### src/rtl/udma_hyper_pkg.sv
// Shared types and helpers for the uDMA HyperBus burst splitter:
// FSM state encoding and the page-boundary configuration decode.
package udma_hyper_pkg;

  typedef enum logic [2:0] {
    ST_IDLE      = 3'd0,
    ST_CALC      = 3'd1,
    ST_ISSUE     = 3'd2,
    ST_WAIT_DONE = 3'd3,
    ST_RECOVER   = 3'd4
  } state_e;

  localparam logic [2:0] PB_128B  = 3'd0;
  localparam logic [2:0] PB_256B  = 3'd1;
  localparam logic [2:0] PB_512B  = 3'd2;
  localparam logic [2:0] PB_1024B = 3'd3;
  // Encodings from here upwards disable the page boundary entirely.
  localparam logic [2:0] PB_NONE  = 3'd4;

  function automatic logic has_page_bound(input logic [2:0] pb);
    return pb < PB_NONE;
  endfunction

  // Page size in bytes; 0 when no boundary is configured.
  function automatic logic [31:0] page_bytes(input logic [2:0] pb);
    case (pb)
      PB_128B:  return 32'd128;
      PB_256B:  return 32'd256;
      PB_512B:  return 32'd512;
      PB_1024B: return 32'd1024;
      default:  return 32'd0;
    endcase
  endfunction

endpackage

### src/rtl/udma_hyper_chunk_calc.sv
// Combinational sub-burst length: min(remaining, bytes to page end, CS-low limit),
// evaluated one bit wider than the byte-count field so "unlimited" never wins.
module udma_hyper_chunk_calc
  import udma_hyper_pkg::*;
#(
  parameter int TRANS_SIZE   = 16,
  parameter int HYPER_AWIDTH = 32
) (
  input  logic [TRANS_SIZE-1:0]   remaining,
  input  logic [HYPER_AWIDTH-1:0] addr,
  input  logic [2:0]              page_bound,
  input  logic [31:0]             t_cs_max,
  output logic [TRANS_SIZE-1:0]   chunk
);

  localparam int CW = TRANS_SIZE + 1;
  localparam logic [32:0] CS_CAP = 33'((64'd1 << TRANS_SIZE) - 64'd1);

  logic [HYPER_AWIDTH-1:0] page;
  logic [HYPER_AWIDTH-1:0] to_bound;
  logic [32:0]             cs_dbl;
  logic [CW-1:0]           rem_w;
  logic [CW-1:0]           bound_w;
  logic [CW-1:0]           cs_w;
  logic [CW-1:0]           min_rb;
  logic [CW-1:0]           min_all;

  always_comb begin
    page     = HYPER_AWIDTH'(page_bytes(page_bound));
    to_bound = page - (addr & (page - HYPER_AWIDTH'(1)));
    rem_w    = CW'(remaining);
    bound_w  = has_page_bound(page_bound) ? CW'(to_bound) : '1;

    // Two bytes move per CS-low clock (DDR), capped at the largest byte count.
    cs_dbl = {t_cs_max, 1'b0};
    if (t_cs_max == 32'd0) begin
      cs_w = '1;
    end else if (cs_dbl > CS_CAP) begin
      cs_w = CW'(CS_CAP);
    end else begin
      cs_w = CW'(cs_dbl);
    end

    min_rb  = (rem_w < bound_w) ? rem_w : bound_w;
    min_all = (min_rb < cs_w) ? min_rb : cs_w;
    chunk   = TRANS_SIZE'(min_all);
  end

endmodule

### src/rtl/udma_hyper_burst_splitter.sv
// Splits one HyperBus transfer request into page- and tCSM-bounded sub-bursts,
// one outstanding at a time, with a read/write-recovery gap between CS assertions.
module udma_hyper_burst_splitter
  import udma_hyper_pkg::*;
#(
  parameter int TRANS_SIZE   = 16,
  parameter int HYPER_AWIDTH = 32
) (
  input  logic                    clk_i,
  input  logic                    rst_i,
  input  logic [2:0]              cfg_page_bound_i,
  input  logic [31:0]             cfg_t_cs_max_i,
  input  logic [31:0]             cfg_t_read_write_recovery_i,
  input  logic                    req_valid_i,
  output logic                    req_ready_o,
  input  logic [HYPER_AWIDTH-1:0] req_addr_i,
  input  logic [TRANS_SIZE-1:0]   req_size_i,
  input  logic                    req_rwn_i,
  output logic                    sub_valid_o,
  input  logic                    sub_ready_i,
  output logic [HYPER_AWIDTH-1:0] sub_addr_o,
  output logic [TRANS_SIZE-1:0]   sub_size_o,
  output logic                    sub_rwn_o,
  output logic                    sub_last_o,
  input  logic                    sub_done_i,
  output logic                    busy_o
);

  state_e                  state_reg;
  state_e                  state_next;

  logic [HYPER_AWIDTH-1:0] addr_reg;
  logic [TRANS_SIZE-1:0]   remaining_reg;
  logic                    rwn_reg;
  logic [2:0]              pb_reg;
  logic [31:0]             cs_max_reg;
  logic [31:0]             rec_reg;
  logic [31:0]             rec_cnt_reg;
  logic [HYPER_AWIDTH-1:0] sub_addr_reg;
  logic [TRANS_SIZE-1:0]   sub_size_reg;
  logic                    sub_last_reg;
  logic [TRANS_SIZE-1:0]   chunk;

  udma_hyper_chunk_calc #(
    .TRANS_SIZE   (TRANS_SIZE),
    .HYPER_AWIDTH (HYPER_AWIDTH)
  ) u_chunk_calc (
    .remaining  (remaining_reg),
    .addr       (addr_reg),
    .page_bound (pb_reg),
    .t_cs_max   (cs_max_reg),
    .chunk      (chunk)
  );

  always_ff @(posedge clk_i) begin
    if (rst_i) begin
      state_reg <= ST_IDLE;
    end else begin
      state_reg <= state_next;
    end
  end

  always_comb begin
    state_next  = state_reg;
    req_ready_o = 1'b0;
    sub_valid_o = 1'b0;
    busy_o      = 1'b1;
    case (state_reg)
      ST_IDLE: begin
        req_ready_o = ~rst_i;
        busy_o      = 1'b0;
        // Zero-length requests are consumed without leaving IDLE.
        if (req_valid_i && (req_size_i != '0)) begin
          state_next = ST_CALC;
        end
      end
      ST_CALC: begin
        state_next = ST_ISSUE;
      end
      ST_ISSUE: begin
        sub_valid_o = 1'b1;
        if (sub_ready_i) begin
          state_next = ST_WAIT_DONE;
        end
      end
      ST_WAIT_DONE: begin
        if (sub_done_i) begin
          if (rec_reg != 32'd0) begin
            state_next = ST_RECOVER;
          end else begin
            state_next = sub_last_reg ? ST_IDLE : ST_CALC;
          end
        end
      end
      ST_RECOVER: begin
        if (rec_cnt_reg == 32'd0) begin
          state_next = sub_last_reg ? ST_IDLE : ST_CALC;
        end
      end
      default: begin
        state_next = ST_IDLE;
      end
    endcase
  end

  always_ff @(posedge clk_i) begin
    if (rst_i) begin
      addr_reg      <= '0;
      remaining_reg <= '0;
      rwn_reg       <= 1'b0;
      pb_reg        <= '0;
      cs_max_reg    <= '0;
      rec_reg       <= '0;
      rec_cnt_reg   <= '0;
      sub_addr_reg  <= '0;
      sub_size_reg  <= '0;
      sub_last_reg  <= 1'b0;
    end else begin
      case (state_reg)
        ST_IDLE: begin
          // Configuration is frozen here for the whole request.
          if (req_valid_i) begin
            addr_reg      <= req_addr_i;
            remaining_reg <= req_size_i;
            rwn_reg       <= req_rwn_i;
            pb_reg        <= cfg_page_bound_i;
            cs_max_reg    <= cfg_t_cs_max_i;
            rec_reg       <= cfg_t_read_write_recovery_i;
          end
        end
        ST_CALC: begin
          sub_addr_reg <= addr_reg;
          sub_size_reg <= chunk;
          sub_last_reg <= (chunk == remaining_reg);
        end
        ST_ISSUE: begin
          if (sub_ready_i) begin
            addr_reg      <= addr_reg + HYPER_AWIDTH'(sub_size_reg);
            remaining_reg <= remaining_reg - sub_size_reg;
          end
        end
        ST_WAIT_DONE: begin
          if (sub_done_i && (rec_reg != 32'd0)) begin
            rec_cnt_reg <= rec_reg - 32'd1;
          end
        end
        ST_RECOVER: begin
          if (rec_cnt_reg != 32'd0) begin
            rec_cnt_reg <= rec_cnt_reg - 32'd1;
          end
        end
        default: begin
          rec_cnt_reg <= '0;
        end
      endcase
    end
  end

  assign sub_addr_o = sub_addr_reg;
  assign sub_size_o = sub_size_reg;
  assign sub_rwn_o  = rwn_reg;
  assign sub_last_o = sub_last_reg;

endmodule

### config.mk
export PLATFORM = sky130hd
export DESIGN_NAME = udma_hyper_burst_splitter
export DESIGN_NICKNAME = d
export VERILOG_FILES = /design/src/rtl/udma_hyper_pkg.sv /design/src/rtl/udma_hyper_chunk_calc.sv /design/src/rtl/udma_hyper_burst_splitter.sv
export SDC_FILE = /design/constraint.sdc
export NUM_CORES = 1
export LEC_CHECK = 0
export BUFFER_PORTS_ARGS = -buffer_cell sky130_fd_sc_hd__buf_2
export CORE_ASPECT_RATIO = 0.7
export CORE_MARGIN = 2
export CORE_UTILIZATION = 40
export CTS_CLUSTER_DIAMETER = 50
export DETAILED_ROUTE_END_ITERATION = 8
export PLACE_DENSITY = 0.61
export SYNTH_ARGS = -nofsm -noshare
export SYNTH_HDL_FRONTEND = slang
export SYNTH_HIERARCHICAL = 1
export SYNTH_SLANG_ARGS = --single-unit
### constraint.sdc
create_clock -name clk_i -period 11.12 [get_ports clk_i]
set_clock_uncertainty 0.15 [all_clocks]
set_input_delay 1.668 -clock clk_i [delete_from_list [all_inputs] [get_ports clk_i]]
set_output_delay 1.668 -clock clk_i [all_outputs]
set_load 0.01 [all_outputs]
---- After elaboration in Yosys (flattened, before gate mapping) ----
Cells that the tools add are included.
operators by class
  mux-type cells .......................... 25
  add/sub/neg operators ................... 6
  bitwise operators ....................... 3
  $lt $le $gt $ge ......................... 4
  shift operators ......................... 0
  multipliers ............................. 0
  eq/ne operators ......................... 15
  div/mod/pow operators ................... 0
  reduce and logical (&&, ||, !) cells .... 15
operator list
  kind                                                   count
  two-way mux 32 bit                                     4
  case mux 32 bit (3 select lines)                       1
  two-way mux 17 bit                                     4
  logical NOT 32 bit                                     2
  case mux 32 bit (2 select lines)                       1
  nonzero test 32 bit                                    2
  subtractor 32 x 1 -> 32 bit (second input constant)    2
  two-way mux 16 bit                                     3
  case mux 11 bit (4 select lines)                       1
  > comparator 33 x 16 -> 1 bit (second input constant)  1
  adder 32 x 16 -> 32 bit                                1
  case mux 16 bit (2 select lines)                       1
  bitwise AND 17 bit                                     1
  less-than comparator 16 x 17 -> 1 bit                  1
  less-than comparator 17 bit                            1
  subtractor 11 x 17 -> 17 bit                           1
  equality test 16 bit                                   1
  nonzero test 16 bit                                    1
  subtractor 16 bit                                      1
  two-way mux 3 bit                                      5
  case mux 3 bit (5 select lines)                        1
  != test 2 bit (second input constant)                  7
  equality test 3 x 2 -> 1 bit (second input constant)   4
  subtractor 11 x 1 -> 12 bit (second input constant)    1
  12 further kinds                                       20
word-level totals
  latch bits .............................. 0
  output and inout port bits .............. 53
  memories kept ........................... 0
  ROM bits ................................ 0
  bits in writable memories ............... 0
  input bits .............................. 121
  register bits after elaboration ......... 200

---- Logic depth before layout (Yosys ltp) ----
  depth after elaboration ................. 11
  mapped depth ............................ 37
  gate-level depth less buffers ........... 33

---- Cells and area by module ----
Netlist, hierarchy kept.
by module, submodules not included
  module                     instances  area an instance (um2)  cells each
  udma_hyper_burst_splitter  1          10,810.4                1,444
  udma_hyper_chunk_calc      1          1,933.1                 276

---- Worst setup path before layout ----
OpenSTA, ideal clock, no wires.
  path type ............................... reg2reg
  start ................................... register pb_reg[2]
  end ..................................... register sub_last_reg, in the netlist sub_last_o
  library setup time ...................... 0.070 ns
  slack ................................... 4.067 ns
  cell stages (with the launch flop) ...... 38
  data required time ...................... 10.900 ns
  data arrival time ....................... 6.833 ns
  cell sequence ........................... dfxtp_1 > clkbuf_1 > buf_1 > nor2_1 > nand2_1 > ha_1 > xor2_1 > nand2_1 > ha_1 > nand2_1 > o2bb2a_1 > nand3_1 > and3_1 > xor2_1 > nor2_1 > ha_1 > nand4_1 > nor2_1 > (+2 left out) > nand2_4 > buf_6 > mux2i_1 > inv_1 > ha_1 > nand3_1 > nor3_1 > nand3_1 > o211a_1 > and3b_1 > a211o_1 > buf_6 > mux2i_1 > xnor2_1 > nand4_1 > nor4_1 > nand2_1 > a21oi_1
on the way
  cells in the longest elaborated chain, start to end .. 11
  elaborated cells on any way between the ends .. 15
  classes of those cells .................. add/sub: 2; order compare: 3; eq/ne: 4; mux: 4; bitwise: 1; reduce/logical: 1
RTL lines
  element                                               line                              RTL
  start, declared                                       udma_hyper_burst_splitter.sv:35   logic [2:0] pb_reg;
  start signal, assigned                                udma_hyper_burst_splitter.sv:126  pb_reg <= cfg_page_bound_i;
  equality test 3 x 2 -> 1 bit (tied with other cells)  udma_hyper_pkg.sv:26              case (pb)
  case mux 11 bit (4 select lines)                      udma_hyper_pkg.sv:26
  subtractor 11 x 1 -> 12 bit                           udma_hyper_chunk_calc.sv:30       to_bound = page - (addr & (page - HYPER_AWIDTH'(1)));
  bitwise AND 17 bit                                    udma_hyper_chunk_calc.sv:30
  subtractor 11 x 17 -> 17 bit                          udma_hyper_chunk_calc.sv:30
  two-way mux 17 bit *                                  udma_hyper_chunk_calc.sv:32       bound_w = has_page_bound(page_bound) ? CW'(to_bound) : '1;
  less-than comparator 16 x 17 -> 1 bit                 udma_hyper_chunk_calc.sv:44       min_rb = (rem_w < bound_w) ? rem_w : bound_w;
  two-way mux 17 bit *                                  udma_hyper_chunk_calc.sv:44
  less-than comparator 17 bit                           udma_hyper_chunk_calc.sv:45       min_all = (min_rb < cs_w) ? min_rb : cs_w;
  two-way mux 16 bit *                                  udma_hyper_chunk_calc.sv:45
  net chunk[9]                                          udma_hyper_burst_splitter.sv:42   logic [TRANS_SIZE-1:0] chunk;
  equality test 16 bit *                                udma_hyper_burst_splitter.sv:134  sub_last_reg <= (chunk == remaining_reg);
  end signal, assigned                                  udma_hyper_burst_splitter.sv:134
  end, declared                                         udma_hyper_burst_splitter.sv:41   logic sub_last_reg;
The timed path passes the listed nets; every way through them passes the cells marked *.
A chain may end at the register's enable or synchronous reset.

---- Worst setup path after layout ----
Same ends and word-level chain as after synthesis.

==> results.json <==
{
  "numCtsBuffers": 17,
  "cp.arrival_ns": 8.68,
  "grt_first_pass_wirelength_mm": 67.3,
  "ys.flop_type": "dfxtp_1",
  "dieArea_um2": 33300,
  "drc": 0,
  "final_util_pct": 46.1,
  "cts_max_level": 4,
  "synth_warnings": 6,
  "rr_endpoint": "sub_last_o",
  "synth_compound_area_share_pct": 22.0,
  "pwr-share-comb_pct": 47.7,
  "drive_above_1_share_pct": 13.7,
  "seq_area_frac_synth_pct": 31.4,
  "detail_route.vias_per_cell": 5.80,
  "drv_cap": 0,
  "hold_path_class": "flip-flop to flip-flop",
  "finalHoldViolCount": 0,
  "wire_per_inst_um": 19.1,
  "worstSetupPathType": "flip-flop to flip-flop",
  "r2r_slack_ns": 2.67,
  "ys_top_cells_by_count": "nand2_1, dfxtp_1, a21oi_1, nor2_1, clkbuf_1",
  "finalMaxSlewViolations": 0,
  "nFillCells": 3203,
  "critPathSlowestCell": "dfxtp_1",
  "slowest_delay_ns": 0.88,
  "ir_drop_uv": 95.3,
  "drt_first_pass_iters": 5,
  "netlist_area_um2": 12700,
  "grt_use_total_pct": 25.6,
  "synth_edf_count": 0,
  "p_sw_share_pct": 43.4,
  "synth_fa_ha_area_share_pct": 6.89,
  "fmax_ghz": 0.118,
  "cts.repair.resized": 0,
  "setup_ws_ns": 2.67,
  "p_leak_nw": 6.13,
  "grt_antenna_before_repair": 4,
  "worst_slew_pin_slew_ns": 1.18,
  "seqPwrFrac_pct": 31.4,
  "p_per_area_nw_per_um2": 216,
  "synth-simple-area-share_pct": 26.3,
  "start_util_pct": 40.7,
  "drt_first_iter_violations": 1423,
  "dpl_cell_area_um2": 13800,
  "syn_area_per_cell_um2": 7.41,
  "r2r_start": "pb_reg[2]",
  "final_area_um2": 14400,
  "gp_congestion": 0.907,
  "synth_top_family_by_area": "simple AND/OR/NAND/NOR gates",
  "cts_setup_buffers": 0,
  "cts_buffer_depth": 2,
  "cts.sinks": 200,
  "hold_depth": 2,
  "slew_headroom_pct": 21.3,
  "grt_pass1_vias": 12000,
  "worstSkewPairLatency_ns": 0.46,
  "fin_cells": 2258,
  "grt_overflow": 0,
  "postRouteAntennaNets": 0,
  "start_kind": "flip-flop",
  "crit_path_frequent_cell": "ha_1",
  "synth_mux_area_share_pct": 3.23,
  "cts_root_buf": "clkbuf_16",
  "die_w_um": 217,
  "clk_pin_slew_ns": 0.07,
  "synth_area_leaders": "dfxtp_1, nand2_1, a21oi_1, ha_1, nor2_1",
  "routed_wl_mm": 43.2,
  "syn_to_final_growth_pct": 13.3,
  "vias": 13100,
  "grt_max_degree": 84,
  "power.internal_mw": 1.77,
  "required_ns": 11.35,
  "place_inst": 2225,
  "worstHoldStart": "sub_addr_o[6]",
  "pre_cts_ws_ns": 2.77,
  "p_total_mw": 3.12,
  "synth.top_cell.area_share_pct": 31.4,
  "outcome": "finished clean",
  "hold_buffers": 0,
  "yosysTopAreaCell": "dfxtp_1",
  "cp-end-kind": "flip-flop",
  "fin_hold_ws_ns": 0.303,
  "holdPathEnd": "sub_addr_o[6]",
  "yosys.area_share.xor_xnor_pct": 5.02,
  "pin_count": 174,
  "design.core.area_um2": 31300,
  "rows": 54,
  "p_switching_mw": 1.35,
  "async_flop_share_pct": 0,
  "synth.most_common_cell": "nand2_1",
  "fin_crit_sh_pct": 76.0,
  "io_buffers": 173,
  "pwr-share-clk_pct": 20.9,
  "cts_tree": "yes",
  "path_max_fanout": 24,
  "finalSetupViolCount": 0,
  "fin_setup_tns_ns": 0,
  "reg2reg_depth": 33,
  "ys_seq_elements": 200,
  "fin_nets": 2014,
  "rsz0062_at_grt": "no",
  "dieHeight_um": 153,
  "synth_cell_type_count": 87,
  "syn_nets": 1910,
  "syn_inst": 1720,
  "period_needed_ns": 8.45,
  "dp_hpwl_mm": 31.6
}
==> layer usage <==
metal,track usage (%),vias up,wire length [µm],share of wire [%]
li1,-,6339,-,-
met1,40.2,6174,21800,50
met2,33.7,521,16600,38
met3,6.53,55,3990,9.2
met4,6.43,4,780,1.8
met5,0,-,27,0.063
==> placed cells by master (no fill, tap or decap), types with 11 or more instances in the layout <==
master       n
buf_4       13
clkbuf_16   17
a31oi_1     20
a311oi_1    15
nor3_1      51
and3_1      11
nor4_1      27
nand4_1     20
buf_2      172
nand2_1    331
xnor2_1     42
a22oi_1     23
a211oi_1    20
a21o_1      16
o21ai_0     63
nor2_1     165
dfxtp_1    200
a21oi_1    184
xor2_1      31
inv_1       60
nor2b_1     11
mux2i_1     33
ha_1        67
or3_1       16
nand3_1     38
==> final cells by class <==
class                   count  area, µm²  area share, %
clock inverters            11        148           1.02
flip-flops and latches    200       4000           27.7
inverters                  60        225           1.56
repair buffers            186        970           6.72
multi-input cells        1359       8110           56.2
clock buffers              20        447           3.09
well taps                 420        526           3.64
diodes                      2       5.00         0.0347
==> power by group through the flow <==
| stage | Sequential [mW] | Combinational (mW) | Clock, mW |
|---|---|---|---|
| after floorplan | 0.916 | 1.13 | 0 |
| after global placement | 0.991 | 1.44 | 0 |
| after detailed placement | 0.990 | 1.46 | 0 |
| after CTS | 0.974 | 1.47 | 0.669 |
| after global routing | 0.992 | 1.65 | 0.699 |
| final | 0.980 | 1.49 | 0.653 |
==> worst max-delay path: cells and delay by family, from the launching register on <==
family                   cells  cell delay [ns]
AO/OA/AOI/OAI                6             1.96
XOR/XNOR                     3             0.59
adder cells (fa/ha/maj)      4             1.23
buffers and inverters        2             0.21
flip-flops                   1             0.88
multiplexers                 2             0.66
AND/OR/NAND/NOR             16             2.68
==> worst max path at each step <==
stage | endpoint | startpoint
floorplan | sub_last_o | pb_reg[2]
global placement | sub_last_o | pb_reg[2]
detailed placement | sub_last_o | pb_reg[2]
CTS | sub_last_o | pb_reg[2]
global route | sub_last_o | pb_reg[2]
finish | sub_last_o | pb_reg[2]
==> kinds of logic after synthesis <==
group           count (synthesis)
simple gates                  734
compound gates                442
flops                         200
buf+inv                       161
xor+xnor                       73
fa+ha+maj                      69
mux                            40
other cells                     1
Power figures use the tool's default switching activity.
